File: config.mk
export PLATFORM = sky130hd
export DESIGN_NAME = signal_change_logger
export DESIGN_NICKNAME = d
export VERILOG_FILES = /design/src/rtl/signal_change_logger.sv
export SDC_FILE = /design/constraint.sdc
export NUM_CORES = 1
export LEC_CHECK = 0
export ABC_AREA = 1
export CORE_ASPECT_RATIO = 0.75
export CORE_MARGIN = 8
export CORE_UTILIZATION = 60
export DETAILED_ROUTE_END_ITERATION = 7
export PLACE_DENSITY = 0.86
export SLEW_MARGIN = 10
export SYNTH_ARGS = -nofsm -noshare
export SYNTH_HDL_FRONTEND = slang
export SYNTH_SLANG_ARGS = --single-unit
File: constraint.sdc
create_clock -name clk -period 3.8 [get_ports clk]
set_input_delay 0.76 -clock clk [delete_from_list [all_inputs] [get_ports clk]]
set_output_delay 0.76 -clock clk [all_outputs]
set_load 0.005 [all_outputs]
File: src/rtl/signal_change_logger.sv
// signal_change_logger: per-channel level-change monitor with timestamped event FIFO (FWFT, valid/ready).
// Optional SCL_DEBOUNCE_EN adds a per-channel stability window. Rev 1.0
`default_nettype none

module signal_change_logger #(
  parameter int NUM_CH          = 3,
  parameter int TS_WIDTH        = 16,
  parameter int FIFO_DEPTH      = 8,
  parameter int DEBOUNCE_CYCLES = 4,
  localparam int CH_W  = (NUM_CH > 1) ? $clog2(NUM_CH) : 1,
  localparam int LVL_W = $clog2(FIFO_DEPTH) + 1
) (
  input  logic                clk,
  input  logic                rst,
  input  logic [NUM_CH-1:0]   sig_in,
  output logic                ev_valid,
  input  logic                ev_ready,
  output logic [CH_W-1:0]     ev_chan,
  output logic                ev_level,
  output logic [TS_WIDTH-1:0] ev_time,
  output logic [LVL_W-1:0]    fifo_level,
  output logic [7:0]          drop_cnt
);

  localparam int PTR_W = $clog2(FIFO_DEPTH);
  localparam int EV_W  = CH_W + 1 + TS_WIDTH;

  logic [TS_WIDTH-1:0] ts;
  logic [NUM_CH-1:0]   last;
  logic [NUM_CH-1:0]   pending;
  logic [NUM_CH-1:0]   pend_level;
  logic [TS_WIDTH-1:0] pend_time [NUM_CH];
  logic [NUM_CH-1:0]   change;

  logic [EV_W-1:0]     mem [FIFO_DEPTH];
  logic [PTR_W-1:0]    rd_ptr;
  logic [PTR_W-1:0]    wr_ptr;
  logic [LVL_W-1:0]    count;

  logic                pop;
  logic                push;
  logic                any_pend;
  logic [CH_W-1:0]     sel;
  logic                sel_level;
  logic [TS_WIDTH-1:0] sel_time;
  logic [4:0]          drop_inc;
  logic [8:0]          drop_sum;
  logic [7:0]          drop_next;
  logic [EV_W-1:0]     head;

`ifdef SCL_DEBOUNCE_EN
  localparam int DB_W = $clog2(DEBOUNCE_CYCLES + 1);
  logic [DB_W-1:0] db_cnt [NUM_CH];

  // A channel only counts as changed on the last cycle of an unbroken differing run.
  always_comb begin
    change = '0;
    for (int c = 0; c < NUM_CH; c++)
      change[c] = (sig_in[c] != last[c]) && (db_cnt[c] == DB_W'(DEBOUNCE_CYCLES - 1));
  end

  always_ff @(posedge clk) begin
    for (int c = 0; c < NUM_CH; c++) begin
      if (rst || (sig_in[c] == last[c]) || change[c])
        db_cnt[c] <= '0;
      else
        db_cnt[c] <= db_cnt[c] + 1'b1;
    end
  end
`else
  always_comb change = sig_in ^ last;
`endif

  // Lowest-index pending channel wins the single push slot.
  always_comb begin
    any_pend  = 1'b0;
    sel       = '0;
    sel_level = 1'b0;
    sel_time  = '0;
    for (int c = NUM_CH - 1; c >= 0; c--) begin
      if (pending[c]) begin
        any_pend  = 1'b1;
        sel       = CH_W'(c);
        sel_level = pend_level[c];
        sel_time  = pend_time[c];
      end
    end
  end

  assign pop  = ev_valid && ev_ready;
  assign push = any_pend && ((count != LVL_W'(FIFO_DEPTH)) || pop);

  // A change on a still-pending channel that is not leaving this cycle overwrites it.
  always_comb begin
    drop_inc = '0;
    for (int c = 0; c < NUM_CH; c++)
      if (change[c] && pending[c] && !(push && (sel == CH_W'(c))))
        drop_inc = drop_inc + 5'd1;
    drop_sum  = {1'b0, drop_cnt} + {4'b0000, drop_inc};
    drop_next = (drop_sum > 9'd255) ? 8'hFF : drop_sum[7:0];
  end

  always_ff @(posedge clk) begin
    if (rst) begin
      ts         <= '0;
      last       <= sig_in;
      pending    <= '0;
      pend_level <= '0;
      for (int c = 0; c < NUM_CH; c++) pend_time[c] <= '0;
      rd_ptr     <= '0;
      wr_ptr     <= '0;
      count      <= '0;
      drop_cnt   <= '0;
    end else begin
      ts <= ts + 1'b1;
      for (int c = 0; c < NUM_CH; c++) begin
        if (change[c]) begin
          last[c]       <= sig_in[c];
          pending[c]    <= 1'b1;
          pend_level[c] <= sig_in[c];
          pend_time[c]  <= ts;
        end else if (push && (sel == CH_W'(c))) begin
          pending[c] <= 1'b0;
        end
      end
      if (push) wr_ptr <= wr_ptr + 1'b1;
      if (pop)  rd_ptr <= rd_ptr + 1'b1;
      case ({push, pop})
        2'b10:   count <= count + 1'b1;
        2'b01:   count <= count - 1'b1;
        default: count <= count;
      endcase
      drop_cnt <= drop_next;
    end
  end

  always_ff @(posedge clk) begin
    if (!rst && push) mem[wr_ptr] <= {sel, sel_level, sel_time};
  end

  assign head       = mem[rd_ptr];
  assign ev_valid   = (count != '0);
  assign ev_chan    = ev_valid ? head[EV_W-1 -: CH_W] : '0;
  assign ev_level   = ev_valid ? head[TS_WIDTH] : 1'b0;
  assign ev_time    = ev_valid ? head[TS_WIDTH-1:0] : '0;
  assign fifo_level = count;

endmodule

`default_nettype wire

-- Word-level counts from Yosys, hierarchy flattened
Memories as Yosys holds them, arrays and structs flattened. A register that Yosys moved wholly into a read port is not among the register bits.
Cells that the tools add are included.
- add/sub/neg operators: 8
- multipliers: 0
- div/mod/pow operators: 0
- $lt $le $gt $ge: 1
- equality and inequality tests: 5
- shift operators: 0
- multiplexer cells: 48
- bitwise logic cells: 4
- reductions and logical operators: 26
- operator list (cell ; number):
    two-way mux 16 bit ; 7
    two-way mux 1 bit ; 30
    adder 16 x 1 -> 16 bit, second input constant ; 1
    nonzero test 2 bit ; 7
    logical AND 1 bit ; 12
    adder 5 x 1 -> 5 bit, second input constant ; 2
    two-way mux 5 bit ; 2
    adder 8 x 5 -> 9 bit ; 1
    greater-than comparator 9 x 8 -> 1 bit, second input constant ; 1
    two-way mux 3 bit ; 3
    two-way mux 2 bit ; 4
    two-way mux 8 bit ; 1
    case mux 4 bit (2 select lines) ; 1
    adder 3 x 1 -> 3 bit, second input constant ; 2
    adder 4 x 1 -> 4 bit, second input constant ; 1
    equality test 2 x 1 -> 1 bit, second input constant ; 2
    equality test 2 bit, second input constant ; 2
    zero test 1 bit ; 4
    inequality test 4 bit, second input constant ; 1
    nonzero test 4 bit ; 1
    subtractor 4 x 1 -> 4 bit, second input constant ; 1
    bitwise OR 1 bit ; 3
    XOR 3 bit ; 1
    zero test 2 bit ; 1
    logical OR 1 bit ; 1
- bits in registers: 43
- latch bits: 0
- bits in writable memories: 200
- bits in read-only memories: 0
- input port bits: 6
- memories kept: 2
- memory list (memory ; depth ; width ; read ports ; clocked after Yosys merged registers in ; wr ports ; RTL line ; RTL):
    mem ; 8 ; 19 ; 1 ; 1 ; 1 ; 35 ; logic [EV_W-1:0] mem [FIFO_DEPTH];
    pend_time ; 3 ; 16 ; 3 ; 0 ; 3 ; 32 ; logic [TS_WIDTH-1:0] pend_time [NUM_CH];

-- Logic depth before layout (Yosys ltp)
Gate-level depths: netlist of the first run.
- depth in word-level cells: 15
- depth in mapped cells: 18
- gate-level depth less buffers: 18

-- Worst setup path before layout of the first run
Ideal clock, no wire load.
- kind: input to register
- start point: input rst
- end point: memory mem[2][0] (netlist name) (enable)
- library setup time: 0.419 ns
- data arrival time: 2.655 ns
- data required time: 3.381 ns
- path slack: 0.726 ns
- stages: 5
- cell sequence: buf_2 > inv_2 > clkbuf_1 > nand2_1 > nor3_1
- cells in the longest elaborated chain, start to end: 4
- RTL lines (item ; RTL line ; RTL):
    from (decl) ; 14 ; input logic rst,
    zero test 1 bit ; 138 ; if (!rst && push) mem[wr_ptr] <= {sel, sel_level, sel_time};
    logical AND 1 bit ; 138 ;
    two-way mux 1 bit ; 138 ;
    two-way mux 1 bit (implied by the code) ; 138 ;
    to (decl) ; 35 ;
Every way passes these cells.

==> qor.yml, run 1 <==
clk_path_buf_depth: 3
fin_skew_ns: 0.01670
powerDensity_mw_per_mm2: 625.7
die_h_um: 128.3
antennaDiodeCount: 0
route.vias.total: 6611
row_count: 41
place_area_mm2: 0.01077
max-vdd-ir-drop_v: 0.0003759
finalInstanceArea_mm2: 0.01151
required_ns: 3.04
gp_congestion: 0.7986
synthArstFlopShare_pct: 0
grt_pass1_wl_um: 33440
critPathSlowestCell: "dfxtp_2"
synth_top_cells_by_count: "203 x edfxtp_1, 157 x nor2_1, 127 x nand2_1, 106 x o21ai_0, 61 x inv_1"
max_clock_freq_mhz: 290.8
end_kind: "output pin"
placement.io_buffers: 37
post_cts_buffers: 0
power_mw: 7.202
die-area_mm2: 0.02127
synth.most_common_cell: "edfxtp_1"
start_util_pct: 60.70
area_growth_pct: 14.09
hold_class: "register to register"
tritoncts: "done"
grt_overflow: 0
worst-path-buf-inv: 2
max_cap_viol_count: 0
crit_type: "register to output pin"
drive_above_1_share_pct: 9.195
cpMostUsedCell: "o21ai_0"
syn-num-nets: 909
die_x_um: 165.7
r2r-end: "drop_cnt[6]$_SDFF_PP0_"
netlist_top_cells_area: "edfxtp_1 60%, dfxtp_1 8.5%, nor2_1 5.8%, o21ai_0 5.3%, nand2_1 4.7%"
setup_violations: 0
hold_ws_ns: 0.4731
yosys_warnings: 0
io_pins: 38
synth_cells: 891
drt_iter0_drc: 633
cts_hold_buf: 0
coreArea_mm2: 0.01662
fin_crit_ns: 3.439
cp_slowest_stage_delay_ns: 0.68
dr.pass1.iters: 5
r2r_setup_slack_ns: 0.68
worst_slew_pin_slew_ns: 0.9853
final.setup.tns_ns: 0
htreeDepth: 1
fin_crit_sh_pct: 90.50
worstSkewPairLatency_ns: 0.52
path_clk_slew_ns: 0.06
synth_top_area_share_pct: 60.42
ctsResizeCount: 0
routed_wl_um: 20370
crit_path_max_fanout: 32
clock-root-buffer: "clkbuf_16"
worstHoldStart: "rd_ptr[2]$_SDFFE_PP0P_"
leakage_nw: 4.279
ys.flop_type: "edfxtp_1"
path_cells: "buf_4, o21ai_0, o21ai_0, o21ai_0, nor2_1, clkdlybuf4s50_1"
drtAntennaViolNets: 0
r2r_cells: 16
cp.arrival_ns: 2.68
grt_max_degree: 77
startpoint_type: "register"
r2r_start: "fifo_level[0]$_SDFFE_PP0P_"
rsz0062_at_grt: "false"
cts.sinks: 246
synth_area_per_cell_um2: 11.32
hold_violations: 0
drv_slew: 0
antenna_found_initial: 0
holdPathStages: 2
gr-usage-all-layers_pct: 19.23
slew_headroom_pct: 34.25
final_net_count: 958
synth_top_area_cell: "edfxtp_1"
cpLargestDelayFamily: "buffers and inverters"
avgRoutedWirePerCell_um: 17.38
dp_hpwl_um: 12430
drcViolationCount: 0
synth.yosys.seq_area_share_pct: 68.95
vias_per_cell: 5.641
netlist_area_mm2: 0.01009
grt_pass1_vias: 6661
outcome: "complete, no violations"
synth_edf_count: 203
numCtsBuffers: 23
synth_cell_types: 35
synth-seq-cells: 246
-- layout make-up --
cell class / instances / area (um2)
inverter: 62 / 232.7
tap: 215 / 269.0
multi-input combinational: 546 / 2738
clock buffer: 34 / 676.9
clock inverter: 8 / 60.06
fill: 1149 / 5110
sequential: 246 / 6959
timing repair buffer: 61 / 575.6
-- flip-flops by register name, indices dropped and copies added, names as in the netlist, named ones only --
signal and flops:
mem 152, pend_time 48, ts 16, drop_cnt 8
fifo_level 4, last 3, pend_level 3, pending 3
rd_ptr 3, wr_ptr 3
-- worst max path at each step --
stage	startpoint	to	slack [ns]	cells after the start
3_5_place_dp	ev_ready	drop_cnt[6]$_SDFF_PP0_	-0.04	17
6_report	register	ev_time[3]	0.36	6
4_1_cts	register	ev_time[12]	0.35	7
5_1_grt	ev_ready	drop_cnt[5]$_SDFF_PP0_	0.12	19
3_3_place_gp	ev_ready	drop_cnt[5]$_SDFF_PP0_	0.09	19
2_1_floorplan	rst	mem[2][0]$_DFFE_PP_	0.73	5
-- worst register-to-register path, cell delays in order, from the launching register on --
cell and delay, ns:
dfxtp_1 0.37, nor2_4 0.16, nand4_1 0.18, nor2_1 0.13
inv_1 0.06, nor2_1 0.15, ha_1 0.28, xor2_1 0.17
inv_1 0.07, ha_1 0.16, inv_1 0.05, fa_1 0.41
nor2_1 0.15, nor2_1 0.08, nor2_1 0.12, nand4_1 0.26
a21oi_1 0.25
-- cells in the final DEF (no fill, tap or decap), types with 2 or more instances in the layout --
master,instances
a21oi_1,25
buf_12,2
buf_4,22
clkbuf_1,5
clkbuf_16,23
clkbuf_8,6
clkdlybuf4s50_1,37
clkinv_2,5
dfxtp_1,41
dfxtp_2,2
edfxtp_1,203
fa_1,2
ha_1,10
inv_1,61
mux2i_1,19
nand2_1,127
nand2_2,2
nand3_1,37
nand3_2,3
nand4_1,5
nor2_1,151
nor2_2,11
nor3_2,3
nor3_4,2
o21ai_0,106
o21ai_1,7
o22ai_1,19
or2_0,2
xor2_1,7
-- metal layers --
layer	vias to the layer above	GRT usage [%]	part of all wire, %
met4	0	5.814	2.3
met3	35	3.646	7.7
li1	3187	-	-
met1	3148	24.70	42
met2	241	32.90	48
met5	-	0	0
-- through the flow --
step	utilization, %	cells	setup WS, ns
global placement	64.82	1130	0.09002
floorplan	-	891	0.7262
finish	69.26	1172	0.3608
CTS	69.26	1172	0.3452
detailed placement	64.82	1130	-0.03713
global route	69.26	1172	0.1204
-- where the power goes --
part / total [mW] / switching (mW) / internal [mW]
clock network: 2.22 / 0.970 / 1.25
logic: 1.74 / 1.02 / 0.724
registers: 3.24 / 0.119 / 3.13
-- logic make-up after synthesis --
family          after synthesis  synth area share (%)
simple gates                346                 14.32
mux                          19                 1.885
compound gates              161                 8.346
fa+ha+maj                    12                 1.637
xor+xnor                      8                0.6945
buf+inv                      99                 4.167
flops                       246                 68.95
Power figures use the tool's default switching activity.
==> run 2: changes to the inputs <==
--- a/config.mk
+++ b/config.mk
@@ -6,6 +6,7 @@
 export NUM_CORES = 1
 export LEC_CHECK = 0
 export ABC_AREA = 1
+export CAP_MARGIN = 20
 export CORE_ASPECT_RATIO = 0.75
 export CORE_MARGIN = 8
 export CORE_UTILIZATION = 60
==> results of run 2 <==
No change in the layout: final DEF, timing and power equal those of run 1.
==> run 3: changes to the inputs <==
--- a/config.mk
+++ b/config.mk
@@ -12,7 +12,6 @@
 export CORE_UTILIZATION = 60
 export DETAILED_ROUTE_END_ITERATION = 7
 export PLACE_DENSITY = 0.86
-export SLEW_MARGIN = 10
 export SYNTH_ARGS = -nofsm -noshare
 export SYNTH_HDL_FRONTEND = slang
 export SYNTH_SLANG_ARGS = --single-unit
==> results of run 3 <==
No change in the layout: final DEF, timing and power equal those of run 1.
